`config.mk`:
```
export PLATFORM = sky130hd
export DESIGN_NAME = uart_rx
export DESIGN_NICKNAME = d
export VERILOG_FILES = /design/src/rtl/uart_pkg.sv /design/src/rtl/uart_sync2.sv /design/src/rtl/uart_rx.sv
export SDC_FILE = /design/constraint.sdc
export NUM_CORES = 1
export LEC_CHECK = 0
export BUFFER_PORTS_ARGS = -buffer_cell sky130_fd_sc_hd__clkbuf_2
export CAP_MARGIN = 5
export CORE_MARGIN = 2
export CORE_UTILIZATION = 50
export CTS_CLUSTER_DIAMETER = 40
export DETAILED_ROUTE_END_ITERATION = 8
export PLACE_DENSITY = 0.68
export SETUP_SLACK_MARGIN = 0.4
export SLEW_MARGIN = 5
export SYNTH_ARGS = -nofsm -noshare
export SYNTH_HDL_FRONTEND = slang
export SYNTH_SLANG_ARGS = --single-unit
```
`constraint.sdc`:
```
create_clock -name sysclk -period 2.35 [get_ports sysclk]
set_input_delay 0.1175 -clock sysclk [delete_from_list [all_inputs] [get_ports sysclk]]
set_output_delay 0.1175 -clock sysclk [all_outputs]
set_load 0.02 [all_outputs]
```
`src/rtl/uart_pkg.sv`:
```
// ============================================================
// uart_pkg : shared UART link defaults and rx state encoding
// Rev 1.0
// ============================================================
`default_nettype none

package uart_pkg;

  localparam int DATA_WIDTH_DEF = 8;
  localparam int SCALE_DEF      = 1250;
  localparam int SCALE_BITS_DEF = 11;

  typedef enum logic [2:0] {
    RX_IDLE  = 3'd0,
    RX_START = 3'd1,
    RX_DATA  = 3'd2,
    RX_STOP  = 3'd3,
    RX_BREAK = 3'd4
  } rx_state_e;

endpackage

`default_nettype wire

```
`src/rtl/uart_sync2.sv`:
```
// ============================================================
// uart_sync2 : two-flop synchroniser, async reset to idle-high
// Rev 1.0
// ============================================================
`default_nettype none

module uart_sync2 (
  input  logic sysclk,
  input  logic rst,
  input  logic d,
  output logic q
);

  logic meta_q;
  logic sync_q;

  always_ff @(posedge sysclk or posedge rst) begin
    if (rst) begin
      meta_q <= 1'b1;
      sync_q <= 1'b1;
    end else begin
      meta_q <= d;
      sync_q <= meta_q;
    end
  end

  assign q = sync_q;

endmodule

`default_nettype wire

```
`src/rtl/uart_rx.sv`:
```
// ============================================================
// uart_rx : 8N1-style UART receiver with centre sampling and framing-error flag
// Rev 1.0
// ============================================================
`default_nettype none

module uart_rx
  import uart_pkg::*;
#(
  parameter int DATA_WIDTH = DATA_WIDTH_DEF,
  parameter int SCALE      = SCALE_DEF,
  parameter int SCALE_BITS = SCALE_BITS_DEF
) (
  input  logic                  sysclk,
  input  logic                  rst,
  input  logic                  rx,
  output logic [DATA_WIDTH-1:0] rx_data,
  output logic                  rx_data_valid,
  output logic                  rx_frame_err,
  output logic                  rx_busy
);

  localparam int BIT_CNT_W = $clog2(DATA_WIDTH + 1);
  localparam logic [SCALE_BITS-1:0] HALF_M1  = SCALE_BITS'(SCALE / 2 - 1);
  localparam logic [SCALE_BITS-1:0] FULL_M1  = SCALE_BITS'(SCALE - 1);
  localparam logic [BIT_CNT_W-1:0]  LAST_BIT = BIT_CNT_W'(DATA_WIDTH - 1);

  logic rx_s;

  uart_sync2 u_sync (
    .sysclk (sysclk),
    .rst    (rst),
    .d      (rx),
    .q      (rx_s)
  );

  rx_state_e               state_q, state_d;
  logic [SCALE_BITS-1:0]   scale_cnt_q, scale_cnt_d;
  logic [BIT_CNT_W-1:0]    bit_cnt_q, bit_cnt_d;
  logic [DATA_WIDTH-1:0]   shift_q, shift_d;
  logic [DATA_WIDTH-1:0]   data_q, data_d;
  logic                    valid_q, valid_d;
  logic                    err_q, err_d;
  logic                    busy_q, busy_d;

  always_comb begin
    state_d     = state_q;
    scale_cnt_d = scale_cnt_q + SCALE_BITS'(1);
    bit_cnt_d   = bit_cnt_q;
    shift_d     = shift_q;
    data_d      = data_q;
    valid_d     = 1'b0;
    err_d       = 1'b0;
    busy_d      = busy_q;
    case (state_q)
      RX_IDLE: begin
        scale_cnt_d = '0;
        bit_cnt_d   = '0;
        if (!rx_s) begin
          state_d = RX_START;
          busy_d  = 1'b1;
        end
      end
      RX_START: begin
        // Half a bit in: a line back high means the falling edge was a glitch
        if (scale_cnt_q == HALF_M1) begin
          scale_cnt_d = '0;
          bit_cnt_d   = '0;
          if (rx_s) begin
            state_d = RX_IDLE;
            busy_d  = 1'b0;
          end else begin
            state_d = RX_DATA;
          end
        end
      end
      RX_DATA: begin
        if (scale_cnt_q == FULL_M1) begin
          scale_cnt_d = '0;
          shift_d     = {rx_s, shift_q[DATA_WIDTH-1:1]};
          bit_cnt_d   = bit_cnt_q + BIT_CNT_W'(1);
          if (bit_cnt_q == LAST_BIT) state_d = RX_STOP;
        end
      end
      RX_STOP: begin
        if (scale_cnt_q == FULL_M1) begin
          scale_cnt_d = '0;
          if (rx_s) begin
            data_d  = shift_q;
            valid_d = 1'b1;
            busy_d  = 1'b0;
            state_d = RX_IDLE;
          end else begin
            err_d   = 1'b1;
            state_d = RX_BREAK;
          end
        end
      end
      RX_BREAK: begin
        scale_cnt_d = '0;
        bit_cnt_d   = '0;
        if (rx_s) begin
          busy_d  = 1'b0;
          state_d = RX_IDLE;
        end
      end
      default: begin
        scale_cnt_d = '0;
        bit_cnt_d   = '0;
        busy_d      = 1'b0;
        state_d     = RX_IDLE;
      end
    endcase
  end

  always_ff @(posedge sysclk or posedge rst) begin
    if (rst) begin
      state_q     <= RX_IDLE;
      scale_cnt_q <= '0;
      bit_cnt_q   <= '0;
      shift_q     <= '0;
      data_q      <= '0;
      valid_q     <= 1'b0;
      err_q       <= 1'b0;
      busy_q      <= 1'b0;
    end else begin
      state_q     <= state_d;
      scale_cnt_q <= scale_cnt_d;
      bit_cnt_q   <= bit_cnt_d;
      shift_q     <= shift_d;
      data_q      <= data_d;
      valid_q     <= valid_d;
      err_q       <= err_d;
      busy_q      <= busy_d;
    end
  end

  assign rx_data       = data_q;
  assign rx_data_valid = valid_q;
  assign rx_frame_err  = err_q;
  assign rx_busy       = busy_q;

endmodule

`default_nettype wire

```
======== After elaboration in Yosys (flattened, before gate mapping) ========
Cells that the tools add are included.
operators by class
  reductions and logical operators ........ 7
  muxes and demuxes ....................... 26
  bitwise logic cells ..................... 2
  $add $sub $neg .......................... 2
  equality and inequality tests ........... 13
operators by type and width
  operator                                                                 number
  11-bit 2-to-1 mux                                                        2
  11-bit case mux with 2 select lines                                      1
  3-bit 2-to-1 mux                                                         7
  3-bit case mux with 5 select lines                                       1
  4-bit case mux with 3 select lines                                       1
  11-bit by 1-bit adder with 11-bit output, second input constant          1
  11-bit by 10-bit == test with 1-bit output, second input constant        1
  11-bit == test, second input constant                                    1
  1-bit 2-to-1 mux                                                         10
  2-bit inequality test, second input constant                             5
  4-bit 2-to-1 mux                                                         2
  3-bit by 2-bit == test with 1-bit output, second input constant          2
  3-bit AND reduction                                                      2
  6-bit AND reduction                                                      1
  1-bit case mux with 5 select lines                                       1
  4-bit by 1-bit adder with 4-bit output, second input constant            1
  4-bit by 3-bit == test with 1-bit output, second input constant          1
  4-bit AND reduction                                                      1
  3-bit by 1-bit == test with 1-bit output, second input constant          1
  3-bit == test, second input constant                                     1
  3-bit zero test                                                          1
  2-bit 2-to-1 mux                                                         1
  2-bit by 1-bit inequality test with 1-bit output, second input constant  1
  1-bit NOT                                                                2
  2 further kinds                                                          2
storage, ports and cells
  register bits after elaboration ......... 39
  input bits .............................. 3
  output and inout port bits .............. 11

======== Logic depth before layout (Yosys ltp) ========
  depth after elaboration ................. 4
  gate-level depth with buffers ........... 8
  gate-level depth less buffers ........... 6

======== By module ========
Synthesis repeated with hierarchy kept, for this count alone.
second synthesis, totals
  cell total of the unflattened synthesis .. 155
  area total of the unflattened synthesis .. 1866.8 sq um
by module, submodules not included
  module      area an instance (sq um)  cells each  seq. area each (sq um)  times used
  uart_rx     1810.5                    152         925.9                   1
  uart_sync2  56.3                      3           52.6                    1

======== Worst setup path before layout ========
No wires, ideal clock.
  path kind ............................... reg2reg
  start point ............................. reg scale_cnt_q[2]
  end point ............................... reg data_q[0], in the netlist rx_data[0]
  path buffers ............................ 1
  slack ................................... 0.222 ns
  arrival time ............................ 2.004 ns
  stages on the path, launching flop included .. 6
  cell sequence ........................... dfrtp_1 > or3_4 > or3_1 > buf_2 > nor3_4 > mux2_2
on the way
  longest elaborated chain between the ends .. 2
ends and longest elaborated chain
  what                           line            source
  start: declaration             uart_rx.sv:38   logic [SCALE_BITS-1:0] scale_cnt_q, scale_cnt_d;
  start signal: assignment       uart_rx.sv:128  scale_cnt_q <= scale_cnt_d;
  11-bit == test                 uart_rx.sv:86   if (scale_cnt_q == FULL_M1) begin
  3-bit AND reduction (no line)  -
  end signal: assignment         uart_rx.sv:131  data_q <= data_d;
  end: declaration               uart_rx.sv:41   logic [DATA_WIDTH-1:0] data_q, data_d;
No other way between the ends.
A chain may end at the register's enable or synchronous reset.

======== Final worst setup path ========
  start point ............................. reg scale_cnt_q[1]
  end point ............................... reg data_q[3], in the netlist rx_data[3]
Same word-level chain as after synthesis.

==> metrics.txt <==
Clock transition at path regs=0.11 ns; Synth area leader=dfrtp_1; final setup fails=0; Reg-to-Reg End=rx_data[3]; first-pass GRT wire length=5.81 mm; Via density=5.46; diode count=0; fin crit share=83.6%; share of layout cells above drive strength 1=34.9%; internal power=1010 uW; Worst-Skew Late Latency=0.33 ns; vias in the first global route=1272; Clk pwr share=43.7%; drt wl/cell=14.6 um; DRC viols=0; Worst EP required=2.58 ns; number of flops mapped to enable cells by yosys=0; Synth Flop Type=dfrtp_1; ys async rst share=100%; row count=21; Critical Path Sink=rx_data[3]; Syn. warnings=0; worst flop-to-flop path startpoint=scale_cnt_q[1]; H-tree depth=2; Slew Viols, Final=0; Placer Congestion=0.866; Post-Route Setup TNS=0 ns; Num CTS Buffers=5; worst slew pin tran=0.480 ns; leakage=0.00105 uW; status=completed; Switching Fraction=18.3%; Worst path max stage delay=0.40 ns; Die Span Y=63.6 um; crit path launch=scale_cnt_q[1]; hold_ws=0.369 ns; cells after synthesis=151; synthesized area=1780 sq um; DRT iter0 DRCs=84; post-synth top area share=52.1%; Sink Count=39; Final min period=1.97 ns; RSZ-0062 raised after global routing=yes; Synth area leaders=dfrtp_1 (52%), mux2_2 (11%), nor2_1 (3.6%); Clock Tree Buf Depth=2; Area Growth Syn to Fin=22.3%; Core Area=3360 sq um; DIE AREA=4050 sq um; CP max FO=8; Critical Path Slowest Stage Cell=or3_4; crit-path leading delay family=simple AND/OR/NAND/NOR gates; DR pass1 iterations=4; Clock Tree Root=clkbuf_4; top cells by count, synth=dfrtp_1 (37), mux2_2 (18), nor2_1 (17); upper clock frequency limit=509 MHz; synthesized area per cell=11.8 sq um; CP bufs+invs=2; initial antenna violation count=0; P_sw=226 uW; cells along the critical path=inv_1, ha_1, nand3b_1, or3_4, nor3_4, buf_12, mux2_2; Comb power frac=1.7%; Critical Path AT=2.19 ns; # nets final=195; count leader, synth=dfrtp_1; hpwl dp=2.29 mm; vias=1284; remaining antenna violation count=0; CP endpoint kind=flip-flop; Die Width=63.6 um; Max Cap Viol=0; Seq/Total Area, Yosys=55.0%; Sequential Power Share=54.6%; I/O Buffers=13; Initial Utilization=52.9%; synthesized flop and latch total=39; grt ovf=0; maximum VDD drop=0.000356 V; Netlist cell types=39; num ports=14; GRT Total Usage=18.5%; Hold/Removal Path Class=reg -> reg; crit path launch type=flip-flop; CTS tree=done; clk_skew=0.00671 ns; Relative slew margins=68.0%; worst reg-to-reg path cell count=7; r2r setup slk=0.38 ns; Hold Fails Final Rpt=0; CP Class=reg -> reg; largest net degree at the start of global routing=40; syn_nets=158; Cell Pwr Density=570 nW/um^2; cell count along the critical path=7; Post-Route WL=3.42 mm
-- worst min path at each step --
| stage | from | endpoint | slack [ns] | cells after the start |
|---|---|---|---|---|
| floorplan | rx | u_sync.meta_q | 0.12 | 0 |
| global placement | rx | u_sync.meta_q | 0.21 | 1 |
| detailed placement | rx | u_sync.meta_q | 0.21 | 1 |
| CTS | u_sync.meta_q | u_sync.q | 0.37 | 0 |
| global route | u_sync.meta_q | u_sync.q | 0.37 | 0 |
| finish | u_sync.meta_q | u_sync.q | 0.37 | 0 |
-- metal layers --
| layer | GRT usage, % | vias up | routed length, um |
|---|---|---|---|
| met5 | 0 | - | 0 |
| met4 | 7.34 | 0 | 34 |
| met3 | 3.75 | 6 | 144 |
| met2 | 31.8 | 36 | 1800 |
| met1 | 22.6 | 635 | 1450 |
| li1 | - | 607 | - |
-- cell families after synthesis --
group,Yosys count,share of synthesized area (%)
and+or+nand+nor,50,15.3
DFF,39,55.0
AOI/OAI and AO/OA,18,7.39
muxes,18,11.4
buffers and inverters,11,2.53
xor gates and xnor gates,10,4.93
adders and majority gates,5,3.38
-- sequential cells by signal, indices dropped and copies added, names as in the netlist --
| signal | count |
|---|---|
| rx_data | 8 |
| u_sync.meta_q | 1 |
| scale_cnt_q | 11 |
| rx_frame_err | 1 |
| state_q | 3 |
| bit_cnt_q | 4 |
| u_sync.q | 1 |
| shift_q | 8 |
| rx_data_valid | 1 |
| rx_busy | 1 |
-- final cells by class --
type / instances / area [sq um]
Clock inverter: 2 / 60.1
Multi-Input combinational cell: 101 / 769
Fill cell: 302 / 1190
Clock buffer: 6 / 41.3
Inverter: 7 / 26.3
Sequential cell: 39 / 980
Tap cell: 46 / 57.6
Timing Repair Buffer: 34 / 240
-- cell usage in the layout, fill, tap and decap left out, types with 3 or more instances in the layout --
cell      instances
xor2_1            6
clkbuf_2         13
nand2_1           9
ha_1              4
and3_1            3
xnor2_1           4
nor3_1            3
a31oi_1           4
buf_4            18
mux2_2           17
nor2_1           17
clkbuf_4          5
inv_1             7
dfrtp_1          36
nand3_1           3
-- through the flow --
step | setup slack (ns) | std cells | utilization [%] | instance area, sq um | power, uW
after global placement | 0.171 | 212 | 57.5 | 1930 | 708
after detailed placement | 0.119 | 212 | 57.5 | 1930 | 709
after global routing | 0.309 | 235 | 64.7 | 2170 | 1280
after floorplan | 0.222 | 151 | - | 1780 | 701
final | 0.385 | 235 | 64.7 | 2170 | 1240
after CTS | 0.380 | 232 | 64.0 | 2150 | 1250
-- power groups by stage --
stage / Sequential (uW) / Combinational [uW] / Clock, uW
floorplan: 688 / 13.0 / 0
global placement: 689 / 19.1 / 0
detailed placement: 689 / 20.2 / 0
CTS: 676 / 22.7 / 554
global route: 677 / 25.2 / 581
finish: 676 / 21.6 / 541
-- timing repair --
action / CTS / global route
resized for setup: 3 / 0
hold buffers: 2 / 0
buffers inserted: 10 / 3
setup endpoints to repair: 20 / 26
hold endpoints to repair: 38 / 0
gates cloned: 0 / 0
pin swaps: 3 / 1
No activity file was read; power rests on OpenSTA's default activity.
